$ cat src/rtl/ll_sram_arbiter.sv
// Next-pointer SRAM arbiter: shares one 1RW SRAM (1-cycle read latency) between
// 4 link-list writers, 4 next-address readers and the drop path. Each requester
// has a one-entry buffer; one SRAM access is issued per cycle.
module ll_sram_arbiter #(
    parameter int unsigned ADDR_LENTH = 12,
    parameter int unsigned DROP_AGE   = 8
) (
    input  logic                    iClk,
    input  logic                    iRst_n,
    input  logic [3:0]              iWriteLaddrVld,
    output logic [3:0]              oWriteLaddrRdy,
    input  logic [4*ADDR_LENTH-1:0] iWriteLaddr,
    input  logic [4*ADDR_LENTH-1:0] iWriteLdata,
    input  logic [3:0]              iLNxtAddrReq,
    output logic [3:0]              oLNxtAddrRdy,
    input  logic [4*ADDR_LENTH-1:0] iLaddr,
    output logic [4*ADDR_LENTH-1:0] oLdata,
    output logic [3:0]              oLdataVld,
    input  logic                    iDropAddrVld,
    output logic                    oDropAddrRdy,
    input  logic [ADDR_LENTH-1:0]   iDropAddr,
    output logic [ADDR_LENTH-1:0]   oDropData,
    output logic                    oDropDataVld,
    output logic                    oSramEn,
    output logic                    oSramWe,
    output logic [ADDR_LENTH-1:0]   oSramAddr,
    output logic [ADDR_LENTH-1:0]   oSramWdata,
    input  logic [ADDR_LENTH-1:0]   iSramRdata
);

    localparam int unsigned AW   = ADDR_LENTH;
    localparam int unsigned AgeW = $clog2(DROP_AGE + 1);

    // Request buffers
    logic [3:0]    wr_pend_q, wr_pend_d;
    logic [3:0]    rd_pend_q, rd_pend_d;
    logic          drop_pend_q, drop_pend_d;
    logic [AW-1:0] wr_addr_q [4];
    logic [AW-1:0] wr_data_q [4];
    logic [AW-1:0] rd_addr_q [4];
    logic [AW-1:0] drop_addr_q;

    // Arbitration state
    logic [1:0]      wr_ptr_q, wr_ptr_d;
    logic [1:0]      rd_ptr_q, rd_ptr_d;
    logic [AgeW-1:0] age_q, age_d;

    // SRAM drive and read-return pipeline
    logic          sram_en_q, sram_we_q;
    logic [AW-1:0] sram_addr_q, sram_wdata_q;
    logic [2:0]    tag_q;
    logic          ret_vld_q;
    logic [2:0]    ret_tag_q;
    logic [4*AW-1:0] ldata_q;
    logic [3:0]      ldata_vld_q;
    logic [AW-1:0]   drop_data_q;
    logic            drop_vld_q;

    // Grant decode
    logic [3:0]    wr_acc, rd_acc;
    logic          drop_acc;
    logic          wr_any, rd_any, drop_aged;
    logic [1:0]    wr_idx, rd_idx, wr_cand, rd_cand;
    logic          gnt_wr, gnt_rd, gnt_drop;
    logic [1:0]    gnt_idx;
    logic [AW-1:0] gnt_addr;

    assign wr_acc   = iWriteLaddrVld & ~wr_pend_q;
    assign rd_acc   = iLNxtAddrReq & ~rd_pend_q;
    assign drop_acc = iDropAddrVld & ~drop_pend_q;

    assign oWriteLaddrRdy = ~wr_pend_q;
    assign oLNxtAddrRdy   = ~rd_pend_q;
    assign oDropAddrRdy   = ~drop_pend_q;
    assign oSramEn        = sram_en_q;
    assign oSramWe        = sram_we_q;
    assign oSramAddr      = sram_addr_q;
    assign oSramWdata     = sram_wdata_q;
    assign oLdata         = ldata_q;
    assign oLdataVld      = ldata_vld_q;
    assign oDropData      = drop_data_q;
    assign oDropDataVld   = drop_vld_q;

    // Round-robin search: descending loop so the candidate closest to the pointer wins
    always_comb begin
        wr_any  = 1'b0;
        rd_any  = 1'b0;
        wr_idx  = wr_ptr_q;
        rd_idx  = rd_ptr_q;
        wr_cand = wr_ptr_q;
        rd_cand = rd_ptr_q;
        for (int k = 3; k >= 0; k--) begin
            wr_cand = wr_ptr_q + 2'(k);
            rd_cand = rd_ptr_q + 2'(k);
            if (wr_pend_q[wr_cand]) begin
                wr_any = 1'b1;
                wr_idx = wr_cand;
            end
            if (rd_pend_q[rd_cand]) begin
                rd_any = 1'b1;
                rd_idx = rd_cand;
            end
        end
    end

    // Fixed class priority: aged drop, writes, reads, drop
    always_comb begin
        gnt_wr    = 1'b0;
        gnt_rd    = 1'b0;
        gnt_drop  = 1'b0;
        gnt_idx   = 2'd0;
        drop_aged = drop_pend_q && (age_q >= AgeW'(DROP_AGE));
        if (drop_aged) begin
            gnt_drop = 1'b1;
        end else if (wr_any) begin
            gnt_wr  = 1'b1;
            gnt_idx = wr_idx;
        end else if (rd_any) begin
            gnt_rd  = 1'b1;
            gnt_idx = rd_idx;
        end else if (drop_pend_q) begin
            gnt_drop = 1'b1;
        end
    end

    // Next state for pending flags, pointers, age counter and grant address
    always_comb begin
        wr_pend_d   = wr_pend_q | wr_acc;
        rd_pend_d   = rd_pend_q | rd_acc;
        drop_pend_d = drop_pend_q | drop_acc;
        wr_ptr_d    = wr_ptr_q;
        rd_ptr_d    = rd_ptr_q;
        age_d       = age_q;
        gnt_addr    = drop_addr_q;
        if (gnt_wr) begin
            wr_pend_d = wr_pend_d & ~(4'b0001 << gnt_idx);
            wr_ptr_d  = gnt_idx + 2'd1;
            gnt_addr  = wr_addr_q[gnt_idx];
        end
        if (gnt_rd) begin
            rd_pend_d = rd_pend_d & ~(4'b0001 << gnt_idx);
            rd_ptr_d  = gnt_idx + 2'd1;
            gnt_addr  = rd_addr_q[gnt_idx];
        end
        if (gnt_drop) begin
            drop_pend_d = 1'b0;
            age_d       = '0;
        end else if (drop_pend_q && (age_q < AgeW'(DROP_AGE))) begin
            age_d = age_q + AgeW'(1);
        end
    end

    // Control state registers
    always_ff @(posedge iClk or negedge iRst_n) begin
        if (!iRst_n) begin
            wr_pend_q   <= '0;
            rd_pend_q   <= '0;
            drop_pend_q <= 1'b0;
            wr_ptr_q    <= '0;
            rd_ptr_q    <= '0;
            age_q       <= '0;
        end else begin
            wr_pend_q   <= wr_pend_d;
            rd_pend_q   <= rd_pend_d;
            drop_pend_q <= drop_pend_d;
            wr_ptr_q    <= wr_ptr_d;
            rd_ptr_q    <= rd_ptr_d;
            age_q       <= age_d;
        end
    end

    // Request payload capture on accept
    always_ff @(posedge iClk or negedge iRst_n) begin
        if (!iRst_n) begin
            for (int i = 0; i < 4; i++) begin
                wr_addr_q[i] <= '0;
                wr_data_q[i] <= '0;
                rd_addr_q[i] <= '0;
            end
            drop_addr_q <= '0;
        end else begin
            for (int i = 0; i < 4; i++) begin
                if (wr_acc[i]) begin
                    wr_addr_q[i] <= iWriteLaddr[i*AW +: AW];
                    wr_data_q[i] <= iWriteLdata[i*AW +: AW];
                end
                if (rd_acc[i]) begin
                    rd_addr_q[i] <= iLaddr[i*AW +: AW];
                end
            end
            if (drop_acc) begin
                drop_addr_q <= iDropAddr;
            end
        end
    end

    // SRAM issue one cycle after grant; address/wdata hold while idle
    always_ff @(posedge iClk or negedge iRst_n) begin
        if (!iRst_n) begin
            sram_en_q    <= 1'b0;
            sram_we_q    <= 1'b0;
            sram_addr_q  <= '0;
            sram_wdata_q <= '0;
            tag_q        <= '0;
        end else begin
            sram_en_q <= gnt_wr | gnt_rd | gnt_drop;
            if (gnt_wr | gnt_rd | gnt_drop) begin
                sram_we_q   <= gnt_wr;
                sram_addr_q <= gnt_addr;
                tag_q       <= {gnt_drop, gnt_idx};
            end
            if (gnt_wr) begin
                sram_wdata_q <= wr_data_q[gnt_idx];
            end
        end
    end

    // Read return: tag follows the SRAM latency, data registered to its owner
    always_ff @(posedge iClk or negedge iRst_n) begin
        if (!iRst_n) begin
            ret_vld_q   <= 1'b0;
            ret_tag_q   <= '0;
            ldata_q     <= '0;
            ldata_vld_q <= '0;
            drop_data_q <= '0;
            drop_vld_q  <= 1'b0;
        end else begin
            ret_vld_q   <= sram_en_q & ~sram_we_q;
            ret_tag_q   <= tag_q;
            ldata_vld_q <= '0;
            drop_vld_q  <= 1'b0;
            if (ret_vld_q) begin
                if (ret_tag_q[2]) begin
                    drop_vld_q  <= 1'b1;
                    drop_data_q <= iSramRdata;
                end else begin
                    ldata_vld_q[ret_tag_q[1:0]]       <= 1'b1;
                    ldata_q[ret_tag_q[1:0]*AW +: AW] <= iSramRdata;
                end
            end
        end
    end

endmodule

$ cat config.mk
export PLATFORM = sky130hd
export DESIGN_NAME = ll_sram_arbiter
export DESIGN_NICKNAME = d
export VERILOG_FILES = /design/src/rtl/ll_sram_arbiter.sv
export SDC_FILE = /design/constraint.sdc
export NUM_CORES = 1
export LEC_CHECK = 0
export ABC_CLOCK_PERIOD_IN_PS = 2800
export CORE_MARGIN = 5
export CORE_UTILIZATION = 55
export DETAILED_ROUTE_END_ITERATION = 7
export DONT_BUFFER_PORTS = 1
export PLACE_DENSITY = 0.75
export SLEW_MARGIN = 40
export SYNTH_ARGS = -nofsm -noshare
export SYNTH_HDL_FRONTEND = slang
export SYNTH_SLANG_ARGS = --single-unit
export TNS_END_PERCENT = 10
$ cat constraint.sdc
create_clock -name iClk -period 2.8 [get_ports iClk]
set_input_delay 0.56 -clock iClk [delete_from_list [all_inputs] [get_ports iClk]]
set_output_delay 0.56 -clock iClk [all_outputs]
set_load 0.02 [all_outputs]
After elaboration in Yosys (flattened, before gate mapping)
Cells that the tools add are included.
{ "totals": {"mem_bits_rw": 0, "latchBits": 0, "romBits": 0, "reg_bits": 271, "memories": 0} }
{ "classes": {"n_addsub": 9, "n_bitwise": 18, "multipliers": 1, "shifts": 3, "muxes": 67, "div": 0, "n_reduce_logical": 6, "n_eq_ne": 0, "magnitude_cmp": 13} }
{ "op_table": {"columns": ["cell", "count"], "rows": [
  ["two-way mux 12 bit", 8],
  ["binary-select mux 12 bit (select 2 bit)", 3],
  ["bitwise mux 48 bit", 1],
  ["variable shift 12 x 34 -> 48 bit (first input constant)", 1],
  ["indexed part select 12 x 34 -> 48 bit", 1],
  ["negator 6 -> 34 bit", 1],
  ["two-way mux 1 bit", 29],
  ["< comparator 2 x 3 -> 1 bit (second input constant)", 9],
  ["two-way mux 4 bit", 6],
  ["two-way mux 2 bit", 11],
  ["AND 4 bit", 4],
  ["binary-select mux 1 bit (select 2 bit)", 8],
  ["NOT 4 bit", 3],
  ["adder 2 bit (second input constant)", 4],
  ["OR 4 bit", 2],
  ["adder 2 x 1 -> 2 bit (second input constant)", 3],
  ["adder 4 x 1 -> 4 bit (second input constant)", 1],
  [">= comparator 4 bit (second input constant)", 1],
  ["< comparator 4 bit (second input constant)", 1],
  ["multiplier 2 x 2 -> 4 bit (second input constant)", 1],
  ["AND reduction 2 bit", 2],
  ["<< shifter 1 x 2 -> 4 bit (first input constant)", 1],
  [">= comparator 3 bit (second input constant)", 1],
  ["logical AND 1 bit", 3],
  ["7 further kinds", 12]
]} }

Longest topological paths before layout
Gate-level depths: netlist of run 1.
{ "logic_depth": {"depth_word": 16, "ltp_mapped": 9} }

Least setup slack after synthesis of run 1
Ideal clock, no wire load.
{ "synth_path": {"path_kind": "flip-flop to flip-flop", "start": "register ret_tag_q[0]", "end": "register ldata_q[36], in the netlist oLdata[36]", "required_ns": 2.735, "setup_slack_ns": 0.205, "t_arrival_ns": 2.530, "path_buffers": 3, "setup_ns": 0.065, "path_stages_with_launch": 10, "synth_period_minus_slack_ns": 2.595, "path_cell_list": "dfrtp_1 > clkbuf_1 > inv_1 > ha_1 > clkbuf_1 > nor4_1 > and2_1 > clkbuf_1 > a222oi_1 > inv_1"} }
{ "synth_between": {"elab_chain_cells": 4, "elab_cells_between_ends": 5} }
{ "synth_rtl": {"columns": ["item", "line_no", "source"], "rows": [
  ["start: declaration", "53", "logic [2:0] ret_tag_q;"],
  ["start signal: assignment", "229", "ret_tag_q <= tag_q;"],
  ["multiplier 2 x 2 -> 4 bit (*)", "238", "ldata_q[ret_tag_q[1:0]*AW +: AW] <= iSramRdata;"],
  ["negator 6 -> 34 bit (*)", "238", null],
  ["indexed part select 12 x 34 -> 48 bit / variable shift 12 x 34 -> 48 bit (equally long branches)", "238", null],
  ["bitwise mux 48 bit (*)", "238", null],
  ["end signal: indexed assignment", "238", null],
  ["end: declaration", "54", "logic [4*AW-1:0] ldata_q;"]
]} }
Every way passes the cells marked *; elsewhere a longest branch is shown, timed or not.
A chain may end at the register's enable or synchronous reset.

Final worst setup path of run 1
{ "layout_path": {"start": "register wr_pend_q[2]", "end": "register sram_addr_q[5], in the netlist oSramAddr[5]"} }
{ "layout_between": {"elab_chain_cells": 14, "elab_cells_between_ends": 35} }
{ "layout_rtl": {"columns": ["item", "line_no", "source"], "rows": [
  ["start: declaration", "35", "logic [3:0] wr_pend_q, wr_pend_d;"],
  ["start signal: assignment", "163", "wr_pend_q <= wr_pend_d;"],
  ["binary-select mux 1 bit (select 2 bit)", "95", "if (wr_pend_q[wr_cand]) begin"],
  ["two-way mux 1 bit (not written as such)", "95", null],
  ["two-way mux 2 bit / two-way mux 1 bit (equally long branches) (4 in a row)", "95", null],
  ["two-way mux 2 bit", "115", "end else if (wr_any) begin"],
  ["two-way mux 2 bit", "113", "if (drop_aged) begin"],
  ["NOT 2 -> 3 bit (not written as such)", "138, 143", null],
  ["binary-select mux 12 bit (select 2 bit)", "138", "gnt_addr = wr_addr_q[gnt_idx];"],
  ["two-way mux 12 bit (not written as such) (2 in a row)", "138", null],
  ["two-way mux 12 bit", "135", "if (gnt_wr) begin"],
  ["two-way mux 12 bit", "140", "if (gnt_rd) begin"],
  ["end signal: assignment", "209", "sram_addr_q <= gnt_addr;"],
  ["end: declaration", "50", "logic [AW-1:0] sram_addr_q, sram_wdata_q;"]
]} }
Parallel ways exist; a longest one is shown, timed or not. The select of a mux whose other input is x is not followed.

==> flow_summary.rst, run 1 <==
.. list-table::
   :header-rows: 1

   * - Metric
     - Value
   * - Final wirelength
     - 31600 um
   * - Number of placement rows
     - 53
   * - Critical path cell sequence
     - nor2b_1, a211o_1, and2_1, nand2_2, a221oi_1, nor4_1
   * - Final Hold Viols
     - 271
   * - Crit-path slowest cell
     - sky130_fd_sc_hd__a221oi_1
   * - Number of search-and-repair iterations in the first detailed-routing pass
     - 7
   * - Global-route usage over all layers
     - 24.9%
   * - Number of synthesized register bits
     - 271
   * - Failing checks
     - hold timing
   * - Reported leakage power
     - 5.80 nW
   * - Max cap viols
     - 0
   * - Starting utilization of the core area
     - ~56%
   * - Detailed router's first-iteration violation count
     - 589
   * - Final estimated routing congestion in global placement
     - 0.904
   * - Initial antenna violation count
     - 11
   * - Core region area
     - 21200 um2
   * - Maximum fanout count along the critical path
     - 24
   * - Final setup violating endpoints
     - 0
   * - Prevailing post-synth register cell
     - sky130_fd_sc_hd__dfrtp_1
   * - Worst hold margin
     - -0.276 ns
   * - Number of enable-type register cells in the synthesized netlist
     - 0
   * - Post-layout minimum cycle time
     - 2.69 ns
   * - Total congestion overflow
     - 0
   * - Clock group share of total power
     - 20.8%
   * - Library cell used as clock root buffer
     - sky130_fd_sc_hd__clkbuf_16
   * - Beginning of the worst register-to-register path
     - wr_pend_q[2]
   * - Outcome
     - complete, but fails checks
   * - Detailed-placement wirelength estimate
     - 22500 um
   * - Worst-case reg-to-reg path depth
     - 6
   * - Setup slack at placement
     - around 0.22 ns
   * - CTS H-tree depth
     - 1
   * - Number of buffers inserted during clock tree synthesis
     - 29
   * - Largest net degree at the start of global routing
     - 272
   * - Peak ir drop on the vdd network
     - 0.000891 V
   * - DR vias
     - 8022
   * - Die outline area
     - 24700 um2
   * - Number of global-route vias before repair
     - 8279
   * - Slew Viols, Final
     - 0
   * - Fin cells
     - 1257
   * - CTS tree
     - built
   * - First-pass GRT wire length
     - approximately 48000 um
   * - Worst-case clock buffer depth
     - 3
   * - Synth Area per Inst
     - 12.5 um2
   * - Fin crit share
     - 96.0%
   * - Worst-case headroom to the max-slew limit
     - 47.8%
   * - Power share of the sequential group
     - 43.0%
   * - Count of buffer and inverter cells on the critical path
     - 0
   * - Switching power of the nets
     - 7.03 mW
   * - Die boundary height
     - 157 um
   * - CTS clk-pin slew, worst paths
     - 0.06 ns
   * - Power density of the placed cells
     - 1370 nW/um2
   * - Largest clock skew in the final design
     - 0.0124 ns
   * - Delay-heaviest family, CP
     - simple AND/OR/NAND/NOR gates
   * - Slew at the pin closest to its max-slew limit
     - 0.783 ns
   * - Sw Share
     - about two fifths
   * - Clock sinks
     - 271
   * - Worst min-delay path category
     - input pin to async pin
   * - Kind of critical path
     - flop to flop
   * - Worst setup slack for register-to-register paths
     - 0.11 ns
   * - Most common cell after layout, fill and taps aside
     - sky130_fd_sc_hd__dfrtp_1
   * - Number of vias per cell after detailed routing
     - 6.38
   * - Leading cell types in the layout, fill and taps excluded
     - sky130_fd_sc_hd__dfrtp_1, sky130_fd_sc_hd__mux2_2, sky130_fd_sc_hd__nand2_1
   * - Number of nets in the final layout
     - ~1100
   * - Highest attainable clock frequency
     - approximately 370 MHz
   * - X dimension of the die
     - approximately 160 um
   * - Number of instances in the synthesized netlist
     - 952
   * - Max incr delay on CP
     - 0.75 ns
   * - Post-Layout Inst Area
     - 13300 um2
   * - Per-cell routed wire length
     - 25.2 um
   * - Setup repair after global routing missed its margin
     - yes
   * - Sequential area share after synthesis
     - 56.9%
   * - Final Worst Setup Slack
     - 0.113 ns
   * - Area added between synthesis and finish
     - 11.3%
   * - FF-to-FF End
     - oSramAddr[5]
   * - # DRC
     - 0
   * - Arrival time reported for the critical path endpoint
     - 3.07 ns
   * - Synthesized cell area
     - 11900 um2
   * - Proportion of register bits with asynchronous set or reset after synthesis
     - 100%
   * - Cell-internal power
     - around 11 mW
   * - Number of distinct standard cells referenced by the synthesized netlist
     - 57
   * - Remaining antenna violation count after routing
     - 0
   * - Capturing element type of the critical path
     - flop
   * - Num ports
     - 279
   * - Warnings, synthesis
     - 0
   * - Combinational cell fraction of total power
     - 36.2%
   * - Startpoint Class
     - flop
   * - Total negative slack for setup checks
     - 0 ns
   * - Clock latency reported for the late side of the worst-skew pair
     - approximately 0.53 ns
   * - Share of cells above drive strength 1
     - 28.6%
   * - Total placed instance area
     - ~12000 um2
   * - Required time at the worst-slack endpoint
     - roughly 3.2 ns
   * - Cells after DPL
     - 1194
   * - Count of buffers inserted at the top-level ports
     - 0
   * - Net count of the mapped netlist
     - 1138
==> synthesized netlist by cell type, types with 12 or more instances <==
cell type,number,area share (%)
sky130_fd_sc_hd__a211oi_1,15,0.95
sky130_fd_sc_hd__a21oi_1,31,1.3
sky130_fd_sc_hd__a221oi_1,23,1.7
sky130_fd_sc_hd__a22o_1,34,2.5
sky130_fd_sc_hd__and2_1,16,0.84
sky130_fd_sc_hd__buf_2,14,0.59
sky130_fd_sc_hd__clkbuf_1,42,1.3
sky130_fd_sc_hd__dfrtp_1,271,57
sky130_fd_sc_hd__inv_1,25,0.79
sky130_fd_sc_hd__mux2_2,170,16
sky130_fd_sc_hd__mux2i_1,31,2.6
sky130_fd_sc_hd__nand2_1,55,1.7
sky130_fd_sc_hd__nor2_1,36,1.1
sky130_fd_sc_hd__nor2b_1,21,1.1
sky130_fd_sc_hd__nor4_1,14,0.74
sky130_fd_sc_hd__o21ai_0,25,1.1
sky130_fd_sc_hd__o221ai_1,12,0.88
==> metal layers <==
metal  GRT usage (%)  vias to the layer above  share of wire, %
met3            7.95                       56               9.6
met4            7.91                        4               2.2
met5               0                        -             0.085
met2            39.8                      378                48
li1                -                     3521                 -
met1            32.6                     4063                40
==> timing repair <==
action | 4_1_cts | 5_1_grt
hold endpoints to repair | 271 | 271
endpoints found under the setup margin | 0 | 2
buffers inserted | 0 | 0
resized for setup | 0 | 2
==> how the worst max path moves through the flow <==
stage | from | cells after the start | endpoint | slack, ns
2_1_floorplan | ret_tag_q[0] | 9 | oLdata[36] | 0.21
3_3_place_gp | wr_pend_q[1] | 6 | oSramAddr[11] | 0.30
3_5_place_dp | wr_pend_q[2] | 6 | oSramAddr[2] | 0.22
4_1_cts | wr_pend_q[2] | 6 | oSramAddr[2] | 0.21
5_1_grt | wr_pend_q[1] | 6 | oSramAddr[4] | -0.01
6_report | wr_pend_q[2] | 6 | oSramAddr[5] | 0.11
==> logic make-up after synthesis <==
group	share of synthesized area [%]
and+or+nand+nor	7.30
buffers and inverters	3.20
muxes	18.7
AOI/OAI and AO/OA	13.0
xor gates and xnor gates	0.147
DFF	56.9
adders and majority gates	0.735
==> sequential cells by signal, summed over array words and instances (netlist names), 4 cells and up <==
| signal | cells |
|---|---|
| oLdata | 48 |
| rd_addr_q | 48 |
| wr_addr_q | 48 |
| wr_data_q | 48 |
| drop_addr_q | 12 |
| oDropData | 12 |
| oSramAddr | 12 |
| oSramWdata | 12 |
| age_q | 4 |
| oLdataVld | 4 |
| rd_pend_q | 4 |
| wr_pend_q | 4 |
==> cell type report <==
cell class,count,area [um2]
Fill cell,1616,7890
Timing Repair Buffer,33,255
Inverter,25,93.8
Clock inverter,12,125
Sequential cell,271,6780
Clock buffer,40,827
Multi-Input combinational cell,591,4810
Antenna cell,10,25.0
Tap cell,275,344
==> worst register-to-register path, stage by stage (launching register included) <==
cell	delay (ns)
sky130_fd_sc_hd__dfrtp_1	0.51
sky130_fd_sc_hd__nor2b_1	0.23
sky130_fd_sc_hd__a211o_1	0.16
sky130_fd_sc_hd__and2_1	0.35
sky130_fd_sc_hd__nand2_2	0.42
sky130_fd_sc_hd__a221oi_1	0.76
sky130_fd_sc_hd__nor4_1	0.11
==> through the flow <==
| stage | util [%] | total power, mW |
|---|---|---|
| after floorplan | - | 12.5 |
| after global placement | 57.9 | 14.0 |
| after detailed placement | 57.9 | 14.3 |
| after CTS | 62.4 | 18.1 |
| after global routing | 62.7 | 19.2 |
| final | 62.7 | 18.1 |
==> power by group through the flow <==
stage | Sequential (mW) | Clock [mW] | Combinational, mW
finish | 7.79 | 3.76 | 6.57
global route | 7.99 | 3.99 | 7.18
CTS | 7.78 | 3.84 | 6.52
detailed placement | 7.82 | 0 | 6.49
global placement | 7.77 | 0 | 6.24
floorplan | 7.27 | 0 | 5.26
No activity file was read; power rests on OpenSTA's default activity.
==> run 2, diff against run 1 <==
CAP_MARGIN = 20   (was not set)
MAX_ROUTING_LAYER = met4   (was not set)
==> run 2 against run 1 <==
Against the previous run:
- the flow still finishes with violations (hold timing)
- maximum frequency increased by 0.46%
- clock skew decreased by 0.00054 ns
- non-clock buffer count unchanged
- die area unchanged
- core utilization about the same
- global-route usage increased by 0.77 points
- highest routed layer is now met4
- cell count increased by 0.16%
- sequential power about the same
- critical path depth unchanged
==> flow_summary.rst, run 2 (synthesis gave the netlist of run 1 again) <==
.. list-table::
   :header-rows: 1

   * - Metric
     - Value
   * - Worst-case headroom to the max-slew limit
     - 49.5% (+1.7 points)
   * - Fin cells
     - 1259 (+0.16%)
   * - Post-layout minimum cycle time
     - 2.67 ns (-0.0124 ns)
   * - Core region area
     - 21200 um2 (unchanged)
   * - Number of buffers inserted during clock tree synthesis
     - 29 (unchanged)
   * - Top layer reached by signal wires
     - met4
   * - DR vias
     - 8004 (-0.22%)
   * - Combinational cell fraction of total power
     - 36.1% (about the same)
   * - Total congestion overflow
     - 0 (unchanged)
   * - Sw Share
     - 38.7% (-0.096 points)
   * - Max incr delay on CP
     - 0.60 ns (-0.15 ns)
   * - Starting utilization of the core area
     - 56.3% (unchanged)
   * - Most common cell after layout, fill and taps aside
     - sky130_fd_sc_hd__dfrtp_1
   * - Per-cell routed wire length
     - 25.0 um (-0.64%)
   * - Post-Layout Inst Area
     - 13300 um2 (about the same)
   * - Total negative slack for setup checks
     - 0 ns (unchanged)
   * - Library cell used as clock root buffer
     - sky130_fd_sc_hd__clkbuf_16
   * - Required time at the worst-slack endpoint
     - 3.19 ns (about the same)
   * - Leading cell types in the layout, fill and taps excluded
     - sky130_fd_sc_hd__dfrtp_1, sky130_fd_sc_hd__mux2_2, sky130_fd_sc_hd__nand2_1
   * - Arrival time reported for the critical path endpoint
     - 3.07 ns (about the same)
   * - Met3 wirelength from detailed routing
     - 2860 um (-6.0%)
   * - Reported leakage power
     - 5.80 nW (about the same)
   * - Area added between synthesis and finish
     - 11.3% (about the same)
   * - Kind of critical path
     - flop to flop
   * - CTS H-tree depth
     - 1 (unchanged)
   * - Slew at the pin closest to its max-slew limit
     - 0.754 ns (-0.0285 ns)
   * - Final estimated routing congestion in global placement
     - 0.920 (+1.8%)
   * - Total placed instance area
     - 12300 um2 (unchanged)
   * - Max cap viols
     - 0 (unchanged)
   * - CTS tree
     - built
   * - Clock sinks
     - 271 (unchanged)
   * - Failing checks
     - hold timing
   * - Clock group share of total power
     - 20.8% (about the same)
   * - Cell-internal power
     - 11.1 mW (about the same)
   * - Remaining antenna violation count after routing
     - 0 (unchanged)
   * - Num ports
     - 279 (unchanged)
   * - Setup repair after global routing missed its margin
     - yes
   * - Final Hold Viols
     - 271 (unchanged)
   * - Die boundary height
     - 157 um (unchanged)
   * - First-pass GRT wire length
     - 47900 um (-0.26%)
   * - Largest net degree at the start of global routing
     - 272 (unchanged)
   * - Number of nets in the final layout
     - 1137 (unchanged)
   * - Detail Route met2 WL
     - 15200 um (-0.74%)
   * - CTS clk-pin slew, worst paths
     - 0.06 ns (about the same)
   * - Cells after DPL
     - 1194 (unchanged)
   * - Worst min-delay path category
     - input pin to async pin
   * - Metal1 wirelength
     - 12700 um (+0.64%)
   * - Crit-path slowest cell
     - sky130_fd_sc_hd__or4_1
   * - Worst-case clock buffer depth
     - 3 (unchanged)
   * - Fin crit share
     - 95.5% (-0.44 points)
   * - Maximum fanout count along the critical path
     - 24 (unchanged)
   * - Number of search-and-repair iterations in the first detailed-routing pass
     - 5 (-2)
   * - Number of placement rows
     - 53 (unchanged)
   * - Clock latency reported for the late side of the worst-skew pair
     - 0.53 ns (about the same)
   * - Switching power of the nets
     - 7.00 mW (-0.41%)
   * - Power share of the sequential group
     - 43.1% (about the same)
   * - # DRC
     - 0 (unchanged)
   * - Number of buffers inserted to repair setup after CTS
     - 0 (unchanged)
   * - X dimension of the die
     - 157 um (unchanged)
   * - Power density of the placed cells
     - 1360 nW/um2 (-0.20%)
   * - Detailed router's first-iteration violation count
     - 606 (+2.9%)
   * - Slew Viols, Final
     - 0 (unchanged)
   * - Capturing element type of the critical path
     - flop
   * - Detailed-placement wirelength estimate
     - 22500 um (unchanged)
   * - Startpoint Class
     - flop
   * - Critical path cell sequence
     - or4_1, nor2_1, o21ai_1, nand2_2, a221oi_1, nor4_1
   * - Die outline area
     - 24700 um2 (unchanged)
   * - Number of vias per cell after detailed routing
     - 6.36 (-0.38%)
   * - Worst hold margin
     - -0.274 ns (+0.00126 ns)
   * - Initial antenna violation count
     - 11 (unchanged)
   * - Count of buffers inserted at the top-level ports
     - 0 (unchanged)
   * - Highest attainable clock frequency
     - 374 MHz (+0.46%)
   * - Final setup violating endpoints
     - 0 (unchanged)
   * - Global-route usage over all layers
     - 25.6% (+0.77 points)
   * - Share of cells above drive strength 1
     - 28.6% (unchanged)
   * - Filler cell count in the final layout
     - 1618 (+0.12%)
   * - Outcome
     - complete, but fails checks
   * - Peak ir drop on the vdd network
     - 0.000878 V (-1.4%)
   * - Largest clock skew in the final design
     - 0.0118 ns (-0.000544 ns)
   * - Final wirelength
     - 31500 um (-0.48%)
   * - Number of global-route vias before repair
     - 8295 (+0.19%)
run 2: changes by cell type in the layout (fill, tap and decap cells not counted):
cell | before | now
sky130_fd_sc_hd__diode_2 | 10 | 12
run 2: repair_timing:
action | 4_1_cts | 5_1_grt
endpoints found under the hold margin | 271 | 271
endpoints found under the setup margin | 0 | 2
resized for setup | 0 | 2
run 2: area by class of cell:
class | instances | area [um2] | area share (%)
tap | 275 | 344 | 2.59
clock inverter | 12 | 125 | 0.943
clock buffer | 40 | 827 | 6.23
antenna | 12 | 30.0 | 0.226
multi-input combinational | 591 | 4810 | 36.2
sequential | 271 | 6780 | 51.1
timing repair buffer | 33 | 255 | 1.92
inverter | 25 | 93.8 | 0.707
run 2: power by group through the flow:
stage	Sequential, mW	Clock [mW]	Combinational [mW]
floorplan	7.27	0	5.26
global placement	7.77	0	6.24
detailed placement	7.82	0	6.49
CTS	7.78	3.84	6.52
global route	7.99	3.99	7.18
finish	7.80	3.76	6.54
run 2: path summary, 6_finish.rpt:
kind,endpoint,slack [ns],start,depth (start not counted)
setup / recovery,oSramAddr[11],0.13,wr_pend_q[1],6
hold / removal,oLdata[17],-0.27,iRst_n,0
setup reg to reg,oSramAddr[11],0.13,wr_pend_q[1],6
hold reg to reg,ret_tag_q[0],0.38,tag_q[0],0
max in group asynchronous,wr_data_q[35],2.49,iRst_n,0
min in group iClk,oLdata[2],0.16,iSramRdata[2],1
run 2: routing by layer:
layer | up-vias | GRT usage [%]
li1 | 3523 | -
met1 | 4073 | 33.2
met2 | 354 | 39.7
met3 | 54 | 7.23
met4 | 0 | 7.91
met5 | - | -
run 2: stage by stage:
stage	worst slack, ns	power, mW	util [%]	hold slack [ns]
floorplan	0.205	12.5	-	0.264
CTS	0.208	18.1	62.4	-0.294
finish	0.125	18.1	62.7	-0.274
global placement	0.304	14.0	57.9	0.272
global route	-0.0123	19.2	62.7	-0.303
detailed placement	0.216	14.3	57.9	0.272
run 2: worst max-delay path, delay by kind of cell (launching register included):
family | cells | cell delay, ns
flip-flops | 1 | 0.50
AND/OR/NAND/NOR | 4 | 1.65
AO/OA/AOI/OAI | 2 | 0.38
